`config.mk`:
```
export PLATFORM = sky130hd
export DESIGN_NAME = sync_fifo
export DESIGN_NICKNAME = d
export VERILOG_FILES = /design/src/rtl/fifo_pkg.sv /design/src/rtl/sync_fifo_mem.sv /design/src/rtl/sync_fifo.sv
export SDC_FILE = /design/constraint.sdc
export NUM_CORES = 1
export LEC_CHECK = 0
export CAP_MARGIN = 20
export CORE_MARGIN = 3
export CORE_UTILIZATION = 59
export DETAILED_ROUTE_END_ITERATION = 10
export PLACE_DENSITY = 0.82
export SLEW_MARGIN = 15
export SYNTH_ARGS = -nofsm -noshare
export SYNTH_HDL_FRONTEND = slang
export SYNTH_SLANG_ARGS = --single-unit
export TNS_END_PERCENT = 20
```
`constraint.sdc`:
```
create_clock -name clk -period 3.2 [get_ports clk]
set_input_delay 0.32 -clock clk [delete_from_list [all_inputs] [get_ports clk]]
set_output_delay 0.32 -clock clk [all_outputs]
set_load 0.1 [all_outputs]
```
`src/rtl/fifo_pkg.sv`:
```
// fifo_pkg: definitions shared by the FIFO family (single- and dual-clock).
//   - fifo_addr_width(): address width for a given entry count.
//   - FIFO_MODE_REG / FIFO_MODE_SHOWAHEAD: read-mode selector values.
//   - FIFO_CHECK_* macros: elaboration-time parameter checks, expanded as
//     generate blocks inside the module body that uses them.
`ifndef FIFO_PKG_SV
`define FIFO_PKG_SV

`define FIFO_CHECK_WIDTH(W) \
  if ((W) < 1) begin : g_chk_width \
    $error("FIFO data width must be at least 1"); \
  end

`define FIFO_CHECK_DEPTH(DEPTH) \
  if (((DEPTH) < 4) || ((((DEPTH) - 1) & (DEPTH)) != 0)) begin : g_chk_depth \
    $error("FIFO depth must be a power of two and at least 4"); \
  end

`define FIFO_CHECK_RANGE(LABEL, VAL, LO, HI) \
  if (((VAL) < (LO)) || ((VAL) > (HI))) begin : LABEL \
    $error("FIFO parameter out of range"); \
  end

package fifo_pkg;

  localparam int FIFO_MODE_REG       = 0;
  localparam int FIFO_MODE_SHOWAHEAD = 1;

  function automatic int fifo_addr_width(input int depth);
    return $clog2(depth);
  endfunction

endpackage

`endif

```
`src/rtl/sync_fifo_mem.sv`:
```
// sync_fifo_mem: register-array storage for the FIFO family.
//   clk     : clock, rising edge
//   rst     : synchronous active-high reset (clears the registered read data only)
//   wr_en   : write strobe, writes wr_data to wr_addr
//   wr_addr : write address
//   wr_data : write data
//   rd_en   : read strobe (registered read mode only)
//   rd_addr : read address
//   rd_data : read data; registered on rd_en (FIFO_MODE_REG) or
//             combinational from rd_addr (FIFO_MODE_SHOWAHEAD)
// The array contents themselves are never reset.
module sync_fifo_mem
  import fifo_pkg::*;
#(
  parameter int DATA_WIDTH = 8,
  parameter int ADDR_WIDTH = 4,
  parameter int READ_MODE  = FIFO_MODE_REG
) (
  input  logic                  clk,
  input  logic                  rst,
  input  logic                  wr_en,
  input  logic [ADDR_WIDTH-1:0] wr_addr,
  input  logic [DATA_WIDTH-1:0] wr_data,
  input  logic                  rd_en,
  input  logic [ADDR_WIDTH-1:0] rd_addr,
  output logic [DATA_WIDTH-1:0] rd_data
);

  localparam int DEPTH = 1 << ADDR_WIDTH;

  logic [DATA_WIDTH-1:0] mem_q [DEPTH];

  always_ff @(posedge clk) begin
    if (wr_en) begin
      mem_q[wr_addr] <= wr_data;
    end
  end

  if (READ_MODE == FIFO_MODE_SHOWAHEAD) begin : g_comb_rd
    // Read strobe and reset have no effect on an asynchronous read port.
    logic unused_rd_ctrl;
    assign unused_rd_ctrl = rst ^ rd_en;
    assign rd_data = mem_q[rd_addr];
  end else begin : g_reg_rd
    logic [DATA_WIDTH-1:0] rd_data_q;
    always_ff @(posedge clk) begin
      if (rst) begin
        rd_data_q <= '0;
      end else if (rd_en) begin
        rd_data_q <= mem_q[rd_addr];
      end
    end
    assign rd_data = rd_data_q;
  end

endmodule

```
`src/rtl/sync_fifo.sv`:
```
// sync_fifo: single-clock parametrised FIFO with registered or show-ahead
// read, programmable almost-full/almost-empty thresholds, exact fill level
// and optional sticky error flags.
//   clk, rst          : clock (rising edge), synchronous active-high reset
//   wr_en, wr_data    : write request and data (ignored while full)
//   full, afull       : no free entry / level >= AFULL_TH
//   rd_en             : read request (pop in show-ahead mode, ignored while empty)
//   rd_data, rd_valid : read data and its qualifier
//   empty, aempty     : no stored entry / level <= AEMPTY_TH
//   level             : entries stored, 0..FIFO_DEPTH
//   err_clr           : clears the sticky error flags
//   overflow          : sticky, write attempted while full
//   underflow         : sticky, read attempted while empty
// Build option: define SYNC_FIFO_ERR_EN to enable overflow/underflow; when
// undefined both are tied low and err_clr is ignored. Ports are the same.
module sync_fifo
  import fifo_pkg::*;
#(
  parameter  int DATA_WIDTH = 8,
  parameter  int FIFO_DEPTH = 16,
  parameter  int AFULL_TH   = FIFO_DEPTH - 2,
  parameter  int AEMPTY_TH  = 2,
  parameter  int SHOWAHEAD  = FIFO_MODE_REG,
  localparam int ADDR_WIDTH = fifo_addr_width(FIFO_DEPTH)
) (
  input  logic                  clk,
  input  logic                  rst,
  input  logic                  wr_en,
  input  logic [DATA_WIDTH-1:0] wr_data,
  output logic                  full,
  output logic                  afull,
  input  logic                  rd_en,
  output logic [DATA_WIDTH-1:0] rd_data,
  output logic                  rd_valid,
  output logic                  empty,
  output logic                  aempty,
  output logic [ADDR_WIDTH:0]   level,
  input  logic                  err_clr,
  output logic                  overflow,
  output logic                  underflow
);

  `FIFO_CHECK_WIDTH(DATA_WIDTH)
  `FIFO_CHECK_DEPTH(FIFO_DEPTH)
  `FIFO_CHECK_RANGE(g_chk_afull_th, AFULL_TH, 1, FIFO_DEPTH)
  `FIFO_CHECK_RANGE(g_chk_aempty_th, AEMPTY_TH, 0, FIFO_DEPTH - 1)
  `FIFO_CHECK_RANGE(g_chk_showahead, SHOWAHEAD, FIFO_MODE_REG, FIFO_MODE_SHOWAHEAD)

  localparam logic [ADDR_WIDTH:0] PTR_ONE    = (ADDR_WIDTH + 1)'(1);
  localparam logic [ADDR_WIDTH:0] DEPTH_LVL  = (ADDR_WIDTH + 1)'(FIFO_DEPTH);
  localparam logic [ADDR_WIDTH:0] AFULL_LVL  = (ADDR_WIDTH + 1)'(AFULL_TH);
  localparam logic [ADDR_WIDTH:0] AEMPTY_LVL = (ADDR_WIDTH + 1)'(AEMPTY_TH);

  logic [ADDR_WIDTH:0]   wr_ptr_q, wr_ptr_d;
  logic [ADDR_WIDTH:0]   rd_ptr_q, rd_ptr_d;
  logic [ADDR_WIDTH:0]   level_q, level_d;
  logic                  full_q, empty_q, afull_q, aempty_q;
  logic                  wr_vld, rd_vld;
  logic [DATA_WIDTH-1:0] mem_rd_data;

  // Only qualified handshakes move pointers or touch the memory. The
  // qualifiers use registered flags, so wr_en never reaches full and rd_en
  // never reaches empty combinationally.
  assign wr_vld = wr_en & ~full_q;
  assign rd_vld = rd_en & ~empty_q;

  always_comb begin
    wr_ptr_d = wr_ptr_q;
    rd_ptr_d = rd_ptr_q;
    if (wr_vld) begin
      wr_ptr_d = wr_ptr_q + PTR_ONE;
    end
    if (rd_vld) begin
      rd_ptr_d = rd_ptr_q + PTR_ONE;
    end
    level_d = level_q + {{ADDR_WIDTH{1'b0}}, wr_vld} - {{ADDR_WIDTH{1'b0}}, rd_vld};
  end

  // Flags are registered from the next-state level so they are exact in
  // the cycle after each handshake.
  always_ff @(posedge clk) begin
    if (rst) begin
      wr_ptr_q <= '0;
      rd_ptr_q <= '0;
      level_q  <= '0;
      full_q   <= 1'b0;
      empty_q  <= 1'b1;
      afull_q  <= 1'b0;
      aempty_q <= 1'b1;
    end else begin
      wr_ptr_q <= wr_ptr_d;
      rd_ptr_q <= rd_ptr_d;
      level_q  <= level_d;
      full_q   <= (level_d == DEPTH_LVL);
      empty_q  <= (level_d == '0);
      afull_q  <= (level_d >= AFULL_LVL);
      aempty_q <= (level_d <= AEMPTY_LVL);
    end
  end

  assign full   = full_q;
  assign empty  = empty_q;
  assign afull  = afull_q;
  assign aempty = aempty_q;
  assign level  = level_q;

  sync_fifo_mem #(
    .DATA_WIDTH (DATA_WIDTH),
    .ADDR_WIDTH (ADDR_WIDTH),
    .READ_MODE  (SHOWAHEAD)
  ) u_mem (
    .clk     (clk),
    .rst     (rst),
    .wr_en   (wr_vld),
    .wr_addr (wr_ptr_q[ADDR_WIDTH-1:0]),
    .wr_data (wr_data),
    .rd_en   (rd_vld),
    .rd_addr (rd_ptr_q[ADDR_WIDTH-1:0]),
    .rd_data (mem_rd_data)
  );

  if (SHOWAHEAD == FIFO_MODE_SHOWAHEAD) begin : g_fwft
    // Head word is visible whenever something is stored; the memory is not
    // reset, so its output is masked to zero while empty.
    assign rd_valid = ~empty_q;
    assign rd_data  = empty_q ? '0 : mem_rd_data;
  end else begin : g_regrd
    logic rd_valid_q;
    always_ff @(posedge clk) begin
      if (rst) begin
        rd_valid_q <= 1'b0;
      end else begin
        rd_valid_q <= rd_vld;
      end
    end
    assign rd_valid = rd_valid_q;
    assign rd_data  = mem_rd_data;
  end

`ifdef SYNC_FIFO_ERR_EN
  logic overflow_q, underflow_q;

  // A new error in the same cycle as err_clr keeps the flag set.
  always_ff @(posedge clk) begin
    if (rst) begin
      overflow_q  <= 1'b0;
      underflow_q <= 1'b0;
    end else begin
      if (wr_en & full_q) begin
        overflow_q <= 1'b1;
      end else if (err_clr) begin
        overflow_q <= 1'b0;
      end
      if (rd_en & empty_q) begin
        underflow_q <= 1'b1;
      end else if (err_clr) begin
        underflow_q <= 1'b0;
      end
    end
  end

  assign overflow  = overflow_q;
  assign underflow = underflow_q;
`else
  logic unused_err_clr;
  assign unused_err_clr = err_clr;
  assign overflow  = 1'b0;
  assign underflow = 1'b0;
`endif

endmodule
```
==> metrics.md <==
| Metric | Value |
|---|---|
| Status | complete, no violations |
| Total negative slack | 0 ns |
| Logic depth of the worst register-to-register path | 10 |
| Floorplan die height | 108 µm |
| CTS H-tree depth | 4 |
| I/O pin count | 33 |
| Initial DRT Pass Iterations | 5 |
| Mux share of post-synthesis cell area | 10.6% |
| Startpoint class of the critical path | flip-flop |
| Initial standard-cell utilization of the core | 61.8% |
| Worst clock skew | 0.00916 ns |
| Fraction of final layout cells with drive strength greater than 1 | 10.6% |
| GR Util All Layers | 22.3% |
| Synthesized-area fraction occupied by xor and xnor cells | 1.42% |
| Number of antenna violations at the first check in global routing | 0 |
| Synthesized-area fraction occupied by ao, oa, aoi and oai cells | 4.23% |
| Buffers inserted by post-CTS timing repair | 0 |
| Syn_area_per_cell | 14.7 µm² |
| Number of pins with negative max-slew slack in the final report | 0 |
| Required time of the critical path | 2.88 ns |
| Worst flop-to-flop path startpoint | full |
| Tightest slew margin relative to the limit | 31.2% |
| Most numerous cell in the Yosys netlist | sky130_fd_sc_hd__edfxtp_1 |
| Commonest cells post-synth | 128 x sky130_fd_sc_hd__edfxtp_1, 65 x sky130_fd_sc_hd__mux2i_1, 33 x sky130_fd_sc_hd__nand2_1 |
| RSZ-0062 raised after global routing | no |
| Final number of setup-violating endpoints | 0 |
| TritonCTS clock tree | built |
| Critical-path cell list | clkdlybuf4s50_1 |
| Cell Pwr Density | 804 nW/µm² |
| Reg2reg setup slack | 0.84 ns |
| Beginning of the critical path | u_mem.rd_data[0] |
| Total of buffers placed on input and output ports | 29 |
| Post-synth top flop | sky130_fd_sc_hd__edfxtp_1 |
| Maximum number of pins on one net before global-route repair | 39 |
| Per-cell routed wire length | 19.8 µm |
| Largest cells by area after synthesis | sky130_fd_sc_hd__edfxtp_1 62%, sky130_fd_sc_hd__mux2i_1 11%, sky130_fd_sc_hd__dfxtp_1 8.5%, sky130_fd_sc_hd__ha_1 2.0%, sky130_fd_sc_hd__nand2_1 2.0% |
| Period Utilization, post-route | 74.5% |
| Synthesized cell area | 6150 µm² |
| Total wire length after detailed routing | 12000 µm |
| Synth area leader | sky130_fd_sc_hd__edfxtp_1 |
| Wire length of the first global-routing pass | 19100 µm |
| Synthesis-to-finish area growth | 17.7% |
| Adder-Cell Fraction of Synth Area | 2.36% |
| Sequential cell area fraction in the yosys report | 70.9% |
| Slowest CP cell | sky130_fd_sc_hd__clkdlybuf4s50_1 |
| Library cell used as clock root buffer | sky130_fd_sc_hd__clkbuf_8 |
| Register bit count reported by yosys | 154 |
| Max Fclk | 419 MHz |
| Final number of hold-violating endpoints | 0 |
| Warnings, synthesis | 0 |
| Family with the most delay on the worst path | buffers and inverters |
| Die area | 11700 µm² |
| Core Rows | 36 |
| Initial detailed-routing violation count | 326 |
| Area share of the leading cell type in the synthesized netlist | 62.5% |
| Count of flip-flops with a built-in enable after synthesis | 128 |
| Count of unresolved DRC violations after routing | 0 |
| Critical Path Fanout Max | 2 |
| Net count, final | 483 |
| Worst IR Drop VDD | 0.000722 V |
| Non-Filler Cell Area, Final | 7240 µm² |
| Quantity of gates resized following cts | 0 |
| Simple-Gate Fraction of Synth Area | 7.71% |
| Leak pwr | 2.41 nW |
| Maximum buffer depth of the clock tree | 2 |
| Remaining global-route overflow | 0 |
| Worst Hold Class | reg -> reg |
| Number of buffers added by the clock tree synthesis step | 17 |
| Clock sink count | 154 |
| Worst path depth | 1 |
| Worst setup endpoint | rd_data[0] |
| FILL cells | 602 |
| Cells after Synth | 418 |
| Count of cell types in the netlist | 31 |
| Final estimated routing congestion in global placement | 0.767 |
| Placed standard-cell area | 6620 µm² |
| Worst reg2reg path endpoint | full |
| Period minus WS final | 2.39 ns |
| WP buf/inv | 1 |
| Remaining antenna violation count after routing | 0 |
| Clock transition time at the flip-flop clock pins of the worst setup and hold paths | 0.06 ns |
| Main combinational cell family by area after synthesis | multiplexers |
| Die extent in x | 108 µm |
| Critical setup path kind | reg -> out |
| Fraction of registers with async set/reset | 0% |
| Worst-margin pin slew | 1.03 ns |
| Core Box Area | 9950 µm² |
| Per-cell via count in the routed design | 5.82 |
| Clock network latency to the later pin of the worst-skew pair | 0.52 ns |
| Post-CTS Hold Fix Bufs | 0 |
| Max Cap Viol | 0 |
| Number of inserted diodes | 0 |
| Final HPWL DP | 7280 µm |
| Via count | 3520 |
| Crit path arrival time | 2.07 ns |
| Number of global-route vias before repair | 3619 |
| Largest stage delay on the critical path | 1.16 ns |
| Type of element capturing the critical path | primary output |
## state kept, by name, summed over array words and instances, names as in the netlist
signal         cells
aempty             1
afull              1
empty              1
full               1
level              5
rd_ptr_q           4
rd_valid           1
u_mem.mem_q      128
u_mem.rd_data      8
wr_ptr_q           4
## how the worst min path moves through the flow
| stage | startpoint | end | slack [ns] | cells after the start |
|---|---|---|---|---|
| after CTS | u_mem.rd_data[5] | u_mem.rd_data[5] | 0.47 | 2 |
| after global placement | u_mem.rd_data[7] | u_mem.rd_data[7] | 0.43 | 2 |
| after detailed placement | u_mem.rd_data[5] | u_mem.rd_data[5] | 0.44 | 2 |
| final | u_mem.rd_data[1] | u_mem.rd_data[1] | 0.47 | 2 |
| after global routing | u_mem.rd_data[1] | u_mem.rd_data[1] | 0.50 | 2 |
| after floorplan | wr_data[0] | u_mem.mem_q[0][0] | 0.42 | 0 |
## power by group
group          internal (mW)  switching, mW
clock                   1.27          0.779
combinational          0.411          0.944
sequential              2.31         0.0977
## logic make-up (layout without fill, tap and decap cells)
group,after synthesis,in the layout
flops,154,154
simple gates,103,103
mux,65,65
compound gates,40,40
buf+inv,34,87
fa+ha+maj,11,11
xor+xnor,10,10
other cells,1,2
## layout by cell type, fill, tap and decap left out, types with 3 or more instances in the layout
| master | count |
|---|---|
| sky130_fd_sc_hd__edfxtp_1 | 128 |
| sky130_fd_sc_hd__mux2i_1 | 65 |
| sky130_fd_sc_hd__nand2_1 | 33 |
| sky130_fd_sc_hd__clkdlybuf4s50_1 | 29 |
| sky130_fd_sc_hd__nor2_1 | 27 |
| sky130_fd_sc_hd__dfxtp_1 | 25 |
| sky130_fd_sc_hd__nand3_1 | 24 |
| sky130_fd_sc_hd__a21oi_1 | 18 |
| sky130_fd_sc_hd__a22oi_1 | 16 |
| sky130_fd_sc_hd__clkbuf_16 | 16 |
| sky130_fd_sc_hd__buf_4 | 16 |
| sky130_fd_sc_hd__ha_1 | 10 |
| sky130_fd_sc_hd__inv_1 | 9 |
| sky130_fd_sc_hd__nor2b_1 | 6 |
| sky130_fd_sc_hd__xor2_1 | 6 |
| sky130_fd_sc_hd__clkinv_4 | 5 |
| sky130_fd_sc_hd__nor3_1 | 4 |
| sky130_fd_sc_hd__xnor2_1 | 4 |
| sky130_fd_sc_hd__bufinv_16 | 4 |
| sky130_fd_sc_hd__clkinvlp_4 | 3 |
## metrics by stage
stage	setup slack (ns)	cells	hold slack (ns)	utilization, %	total power [mW]
after global routing	0.657	605	0.499	72.7	6.03
final	0.815	605	0.473	72.7	5.82
after floorplan	0.149	419	0.419	-	3.46
after CTS	0.803	605	0.467	72.7	5.84
after detailed placement	0.337	573	0.439	66.5	3.80
after global placement	0.370	573	0.434	66.5	3.77
## routing by layer
| layer | wire length (µm) | track usage [%] | share of wire (%) | vias up |
|---|---|---|---|---|
| li1 | - | - | - | 1621 |
| met1 | 5000 | 30.4 | 42 | 1743 |
| met2 | 5970 | 34.9 | 50 | 138 |
| met3 | 822 | 5.61 | 6.9 | 18 |
| met4 | 199 | 8.75 | 1.7 | 0 |
| met5 | 0 | 0 | 0 | - |
## cell type report
class / count / area, µm² / share of cell area, %
clock inverters: 13 / 195 / 2.70
inverters: 9 / 33.8 / 0.467
repair buffers: 46 / 430 / 5.94
flip-flops and latches: 154 / 4370 / 60.3
multi-input cells: 231 / 1630 / 22.4
clock buffers: 19 / 422 / 5.82
well taps: 133 / 166 / 2.30
Power figures use the tool's default switching activity.
